File: config.mk
export PLATFORM = sky130hd
export DESIGN_NAME = vec_irq_arbiter
export DESIGN_NICKNAME = d
export VERILOG_FILES = /design/src/rtl/vec_irq_arbiter_pkg.sv /design/src/rtl/vec_irq_arbiter_prio_enc.sv /design/src/rtl/vec_irq_arbiter.sv
export SDC_FILE = /design/constraint.sdc
export NUM_CORES = 1
export LEC_CHECK = 0
export ABC_AREA = 1
export BUFFER_PORTS_ARGS = -buffer_cell sky130_fd_sc_hd__buf_4
export CORE_UTILIZATION = 52
export CTS_CLUSTER_SIZE = 8
export DETAILED_ROUTE_END_ITERATION = 8
export MAX_ROUTING_LAYER = met4
export PLACE_DENSITY = 0.74
export REMOVE_ABC_BUFFERS = 1
export SLEW_MARGIN = 5
export SYNTH_ARGS = -nofsm -noshare
export SYNTH_HDL_FRONTEND = slang
export SYNTH_SLANG_ARGS = --single-unit
File: constraint.sdc
create_clock -name clk_p -period 1.8 [get_ports clk_p]
set_input_delay 0.27 -clock clk_p [delete_from_list [all_inputs] [get_ports clk_p]]
set_output_delay 0.27 -clock clk_p [all_outputs]
set_load 0.02 [all_outputs]
File: src/rtl/vec_irq_arbiter_pkg.sv
// Shared types and constants for the vectored interrupt arbiter:
// arbiter state encoding, default vector width and standard device vectors.
package irq_arb_pkg;

  typedef enum logic [1:0] {
    IDLE = 2'd0,
    REQ  = 2'd1,
    ACK  = 2'd2,
    GAP  = 2'd3
  } arb_state_e;

  localparam int VEC_W_DEF = 9;

  localparam logic [8:0] VEC_LP11    = 9'o200;
  localparam logic [8:0] VEC_DL11_RX = 9'o060;
  localparam logic [8:0] VEC_DL11_TX = 9'o064;

endpackage

File: src/rtl/vec_irq_arbiter_prio_enc.sv
// Lowest-index-wins priority encoder: sel is the index of the lowest set
// request bit, any flags that at least one bit is set.
module irq_prio_enc #(
  parameter int N     = 4,
  parameter int SEL_W = 2
) (
  input  logic [N-1:0]     req,
  output logic [SEL_W-1:0] sel,
  output logic             any
);

  // scan upward and keep the first hit
  always_comb begin
    sel = {SEL_W{1'b0}};
    any = 1'b0;
    for (int i = 0; i < N; i++) begin
      if (req[i] && !any) begin
        sel = i[SEL_W-1:0];
        any = 1'b1;
      end else begin
        sel = sel;
        any = any;
      end
    end
  end

endmodule

File: src/rtl/vec_irq_arbiter.sv
// Shares the CPU irq/iack handshake among N peripherals: fixed-priority grant,
// vector presentation, acknowledge routing and a stuck-acknowledge timeout.
module vec_irq_arbiter
  import irq_arb_pkg::*;
#(
  parameter int                 N       = 4,
  parameter int                 VEC_W   = VEC_W_DEF,
  parameter logic [N*VEC_W-1:0] VECTORS = {(N*VEC_W){1'b0}},
  parameter int                 ACK_TMO = 255
) (
  input  logic             clk_p,
  input  logic             sys_init_n,
  input  logic [N-1:0]     dev_irq,
  input  logic [N-1:0]     dev_mask,
  output logic [N-1:0]     dev_iack,
  output logic             cpu_irq,
  input  logic             cpu_iack,
  output logic [VEC_W-1:0] cpu_ivec,
  output logic             tmo_err
);

  localparam int GNT_W = (N > 1) ? $clog2(N) : 1;
  localparam int CNT_W = (ACK_TMO > 0) ? $clog2(ACK_TMO + 1) : 1;
  // counter runs 0..ACK_TMO-1 while dev_iack is high, so the grant lasts ACK_TMO cycles
  localparam logic [CNT_W-1:0] TMO_LAST = CNT_W'(ACK_TMO - 1);

  arb_state_e       state_r;
  logic [GNT_W-1:0] gnt_r;
  logic [CNT_W-1:0] cnt_r;
  logic [N-1:0]     pend_s;
  logic [GNT_W-1:0] sel_s;
  logic             any_s;

  assign pend_s = dev_irq & ~dev_mask;

  irq_prio_enc #(
    .N     (N),
    .SEL_W (GNT_W)
  ) u_enc (
    .req (pend_s),
    .sel (sel_s),
    .any (any_s)
  );

  function automatic logic [VEC_W-1:0] vec_of(input logic [GNT_W-1:0] idx);
    vec_of = {VEC_W{1'b0}};
    for (int i = 0; i < N; i++) begin
      if (idx == i[GNT_W-1:0]) vec_of = VECTORS[i*VEC_W +: VEC_W];
    end
  endfunction

  function automatic logic [N-1:0] onehot(input logic [GNT_W-1:0] idx);
    onehot      = {N{1'b0}};
    onehot[idx] = 1'b1;
  endfunction

  // arbitration FSM with all CPU- and device-facing outputs registered
  always_ff @(posedge clk_p) begin
    if (!sys_init_n) begin
      state_r  <= IDLE;
      gnt_r    <= {GNT_W{1'b0}};
      cnt_r    <= {CNT_W{1'b0}};
      dev_iack <= {N{1'b0}};
      cpu_irq  <= 1'b0;
      cpu_ivec <= {VEC_W{1'b0}};
      tmo_err  <= 1'b0;
    end else begin
      tmo_err <= 1'b0;
      case (state_r)
        IDLE: begin
          // a still-high cpu_iack (e.g. after a timeout) blocks new requests
          if (any_s && !cpu_iack) begin
            gnt_r    <= sel_s;
            cpu_ivec <= vec_of(sel_s);
            cpu_irq  <= 1'b1;
            state_r  <= REQ;
          end else begin
            cpu_irq  <= 1'b0;
            cpu_ivec <= {VEC_W{1'b0}};
          end
        end
        REQ: begin
          if (cpu_iack) begin
            cpu_irq  <= 1'b0;
            dev_iack <= onehot(gnt_r);
            cnt_r    <= {CNT_W{1'b0}};
            state_r  <= ACK;
          end else if (!pend_s[gnt_r]) begin
            cpu_irq  <= 1'b0;
            cpu_ivec <= {VEC_W{1'b0}};
            state_r  <= IDLE;
          end else begin
            state_r <= REQ;
          end
        end
        ACK: begin
          if (!cpu_iack) begin
            dev_iack <= {N{1'b0}};
            cpu_ivec <= {VEC_W{1'b0}};
            state_r  <= GAP;
          end else if (cnt_r >= TMO_LAST) begin
            dev_iack <= {N{1'b0}};
            cpu_ivec <= {VEC_W{1'b0}};
            tmo_err  <= 1'b1;
            state_r  <= GAP;
          end else begin
            cnt_r <= cnt_r + CNT_W'(1);
          end
        end
        GAP: begin
          state_r <= IDLE;
        end
        default: begin
          state_r  <= IDLE;
          dev_iack <= {N{1'b0}};
          cpu_irq  <= 1'b0;
          cpu_ivec <= {VEC_W{1'b0}};
        end
      endcase
    end
  end

endmodule
Word level (Yosys, flattened, before mapping)
Cells that the tools add are included.
Word-level totals
  bits in registers: 27
  output and inout port bits: 15
  logic and storage cells: 79
Cells by class
  add/sub/neg operators: 1
  order comparisons: 3
  equal/unequal tests: 11
  multiplexer cells: 35
  bitwise gates (word level): 2
  reduce and logical (&&, ||, !) cells: 20
Operators with widths (count)
  $mux W9: 4
  $pmux W9 S3: 1
  $mux W8: 3
  $pmux W8 S2: 1
  $mux W1: 12
  $mux W2: 6
  $mux W4: 3
  $ne A2 B2 Y1 const B: 6
  $add A8 B1 Y8 const B: 1
  $ge A8 B8 Y1 const B: 1
  $pmux W2 S4: 1
  $pmux W4 S2: 1
  $reduce_and A4 Y1: 2
  $ne A3 B3 Y1 const B: 2
  $reduce_and A2 Y1: 3
  $reduce_and A3 Y1: 2
  $logic_and A1 B1 Y1: 5
  $and A4 B4 Y4: 1
  $eq A2 B2 Y1 const B: 2
  $logic_not A1 Y1: 4
  $not A4 Y4: 1
  $reduce_bool A2 Y1: 2
  $lt A2 B3 Y1 const B: 1
  $reduce_bool A3 Y1: 1
  other kinds (6): 6

Depth between registers and ports, before layout
  depth after elaboration: 15
  gate-level depth with buffers: 11

Cells and area by module
From an unflattened synthesis, not the netlist that was laid out.
Unflattened totals
  cells, all modules: 174
  area, all modules: 1173.6 um^2
Modules (own cells, without submodules)
  vec_irq_arbiter: times used 1, cells each 165, area an instance 1124.8 um^2, seq. area each 360.3 um^2
  irq_prio_enc: times used 1, cells each 9, area an instance 48.8 um^2, seq. area each 0.0 um^2

Worst setup path before layout
Ideal clock, no wire load.
  path type: flip-flop to flip-flop
  start point: reg cnt_r[0]
  end point: reg dev_iack[0]
  setup time: 128 ps
  arrival time: 1175 ps
  required time: 1672 ps
  setup slack: 498 ps
  cell stages (with the launch flop): 11
  buffers on the path: 0
  period minus slack after synthesis: 1302 ps
  cell sequence: dfxtp_1 > inv_1 > ha_1 > nor2_1 > nor2_1 > nand3_1 > nand2_1 > nor2_2 > nand2_1 > nand2_1 > nor2_1
On the way
  cells in the longest elaborated chain, start to end: 3
Ends and longest elaborated chain
  start, declared: RTL line vec_irq_arbiter.sv:29  | logic [CNT_W-1:0] cnt_r;
  start signal, assigned: RTL line vec_irq_arbiter.sv:62  | cnt_r <= {CNT_W{1'b0}};
  start signal, assigned: RTL line vec_irq_arbiter.sv:86  | cnt_r <= {CNT_W{1'b0}};
  start signal, assigned: RTL line vec_irq_arbiter.sv:107  | cnt_r <= cnt_r + CNT_W'(1);
  $ge A8 B8 Y1: RTL line vec_irq_arbiter.sv:101  | end else if (cnt_r >= TMO_LAST) begin
  $ne A3 B3 Y1 (no line)
  $reduce_and A3 Y1 (no line)
  end signal, assigned: RTL line vec_irq_arbiter.sv:98  | dev_iack <= {N{1'b0}};
  end signal, assigned: RTL line vec_irq_arbiter.sv:102  | dev_iack <= {N{1'b0}};
  end signal, assigned: RTL line vec_irq_arbiter.sv:115  | dev_iack <= {N{1'b0}};
  end, declared: RTL line vec_irq_arbiter.sv:15  | output logic [N-1:0] dev_iack,
No other way between the ends.
A chain may end at the register's enable or synchronous reset.

Worst setup path after layout
  start point: reg cnt_r[0]
  end point: reg dev_iack[1]
Same word-level chain as after synthesis.

==> flow_summary.ini <==
[clocking]
clock_sinks = 18
cts_root_buf = clkbuf_4
post-cts-setup-buffers = 0
cts_tree = built
cts_buffer_depth = 2
cts.reportedPaths.clkPinSlew_ps = 110
cts.htree.levels = 1
clk-insertion-delay-late_ps = 300
cts_buffers = 3
hold_buffers = 0
cts-resized-gates = 0

[worst_setup_path]
worstSetupPathType = flop to flop
critical_path.max_fanout = 4
crit_arrival_ps = 1650
cp-end-kind = flop
cp.required_ps = 1990
reg2reg_slack_ps = 340
slowest_stage = dfxtp_1
crit_chain = inv_1 -> ha_1 -> nor2_1 -> nor2_1 -> nand3_1 -> nand2_1 -> nor2_2 -> nand2_1 -> nand2_1 -> nor2_1
rr_worst_depth = 10
rr_startpoint = cnt_r[0]
worstReg2RegEnd = dev_iack[1]
crit_path_max_incr_delay_ps = 400
startpoint_type = flop

[finish]
diodes = 0
design_area_sq_um = 1280
multi_input_comb_area_sq_um = 633
drive_gt1_frac = 0.139
seq_area_sq_um = 360
area_growth_pct = 12.4
fillCellCount = 191
num-nets-final = 216

[sta]
hold_viol_final = 0
finClkSkew_ps = 4.28
timing.final.ws_setup_ps = 343
finalSetupViolations = 0
final.setup.tns_ps = 0
fmax_ghz = 0.686
rsz0062_at_grt = false
slew_violations = 0
fin_crit_sh = 0.810
period_minus_slack_ps = 1460

[global_routing]
grt_antenna_before_repair = 0
grt_pass1_wl_um = 3660
overflow = 0
track_usage = 0.203
first_global_vias = 887
grt_max_degree = 14

[placed_design]
pre_cts_ws_ps = 358
portBuffers = 16
dpl.hpwl_um = 1680
gp_routability_congestion = 0.866
placed_cell_area_sq_um = 1250

[pwr]
p_int_w = 0.000621
clockPowerShare = 0.285
p_sw_frac = 0.325
p_comb_frac = 0.239
power_density_nw_per_um2 = 717
p_leak_nw = 0.619
vdd_drop_max_v = 0.000452
netSwitchingPower_w = 0.000299
seqPwrFrac = 0.476

[synthesis]
yosys_warnings = 0
synth_top_area_frac = 0.315
synth.ff_latch_count = 18
synth_area_sq_um = 1140
synth_cell_types = 22
netlist_instances = 185
avgSynthCellArea_sq_um = 6.17
synthTopCellsByArea = dfxtp_1 32%, nand2_1 22%, inv_1 7.9%, nor2_1 7.9%, buf_4 6.6%
synth_top_area_cell = dfxtp_1
synth_seq_area_share = 0.315

[routing]
ant_nets = 0
drtIter0Drc = 10
drc_errors = 0
viasPerCell = 4.70
first_pass_iters = 4
routedWlPerCell_um = 9.37
vias = 1076
drt-total-wl_um = 2150

[die]
rows = 16
ios = 26
die_w_um = 48.9
die_h_um = 48.9
initial_core_util = 0.565
floorplan.die_area_sq_um = 2390
core_sq_um = 2020

[min_path]
hold_depth = 3
holdPathEnd = gnt_r[0]
min_path_type = primary input to flop
worstHoldStart = sys_init_n

[flow_run]
cap_violations = 0

[outcome]
status = finished, final reports clean
## cells by family (layout without fill, tap and decap cells)
kind of cell	count (synthesis)	count (layout)	share of synthesized area
XOR/XNOR	2	2	0.0153
buffers and inverters	37	46	0.157
AND/OR/NAND/NOR	109	109	0.411
AO/OA/AOI/OAI	16	16	0.0767
other	1	9	0.00328
flip-flops	18	18	0.315
adder cells (fa/ha/maj)	2	2	0.0219
## sequential cells by signal (all words and copies together) (netlist names), named ones only
signal,cells
state_r,1
tmo_err,1
dev_iack,4
cnt_r,8
cpu_irq,1
gnt_r,2
## placed cells by master, fill, tap and decap left out
master,instances
nor3_1,1
nand3_4,2
nand4_1,1
ha_1,2
a21oi_1,12
nor4_1,1
o21bai_1,3
inv_4,1
inv_1,24
buf_4,16
nor2_2,2
nor2_4,1
nand2_2,1
dfxtp_1,18
clkbuf_8,1
inv_2,1
clkbuf_4,3
conb_1,9
xnor2_1,2
nand3_1,9
nand2_1,67
o21ai_0,1
nor2_1,24
## area by class of cell
cell class,count,share of cell area
inverter,26,0.0780
multi-input combinational,138,0.493
timing repair buffer,16,0.0936
sequential,18,0.281
clock buffer,4,0.0283
tap,27,0.0263
## cells in the mapped netlist
cell type and count:
o21bai_1 3, ha_1 2, nor3_1 1, dfxtp_1 18, inv_4 1, conb_1 1
inv_2 1, buf_4 10, xnor2_1 2, clkbuf_1 1, nand2_1 67, nand2_2 1
a21oi_1 12, nor2_4 1, inv_1 24, o21ai_0 1, nand4_1 1, nor4_1 1
nand3_1 9, nor2_1 24, nand3_4 2, nor2_2 2
## critical path: cells and delay by family (launching register included)
family / cells / cell delay (ps)
buffers and inverters: 1 / 90
AND/OR/NAND/NOR: 8 / 660
flip-flops: 1 / 400
adder cells (fa/ha/maj): 1 / 190
## stage by stage
step | util | power (W) | hold slack (ps) | cells
global placement | 0.617 | 0.000664 | 440 | 225
floorplan | - | 0.000602 | 393 | 182
finish | 0.635 | 0.000920 | 216 | 229
detailed placement | 0.617 | 0.000666 | 443 | 225
global route | 0.635 | 0.000973 | 226 | 229
CTS | 0.635 | 0.000924 | 212 | 229
## per-layer routing
metal,vias up,track usage,part of all wire
met4,0,0.0882,0.018
met3,6,0.0374,0.049
met1,456,0.259,0.51
li1,584,-,-
met2,30,0.315,0.43
met5,-,-,0
## power by group through the flow
stage	sequential (W)	combinational, W	clock, W
after CTS	0.000438	0.000220	0.000267
after global placement	0.000446	0.000217	0
after global routing	0.000441	0.000249	0.000283
final	0.000438	0.000220	0.000262
after floorplan	0.000460	0.000143	0
after detailed placement	0.000447	0.000219	0
## worst max path at each step
stage	from	end	slack [ps]	cells after the start
6_report	cnt_r[0]	dev_iack[1]	340	10
5_1_grt	cnt_r[0]	dev_iack[0]	170	10
4_1_cts	cnt_r[0]	dev_iack[1]	340	10
3_5_place_dp	cnt_r[0]	dev_iack[3]	360	10
3_3_place_gp	state_r[0]	cnt_r[2]	420	7
2_1_floorplan	cnt_r[0]	dev_iack[0]	500	10
(Power assumes the default switching activity.)
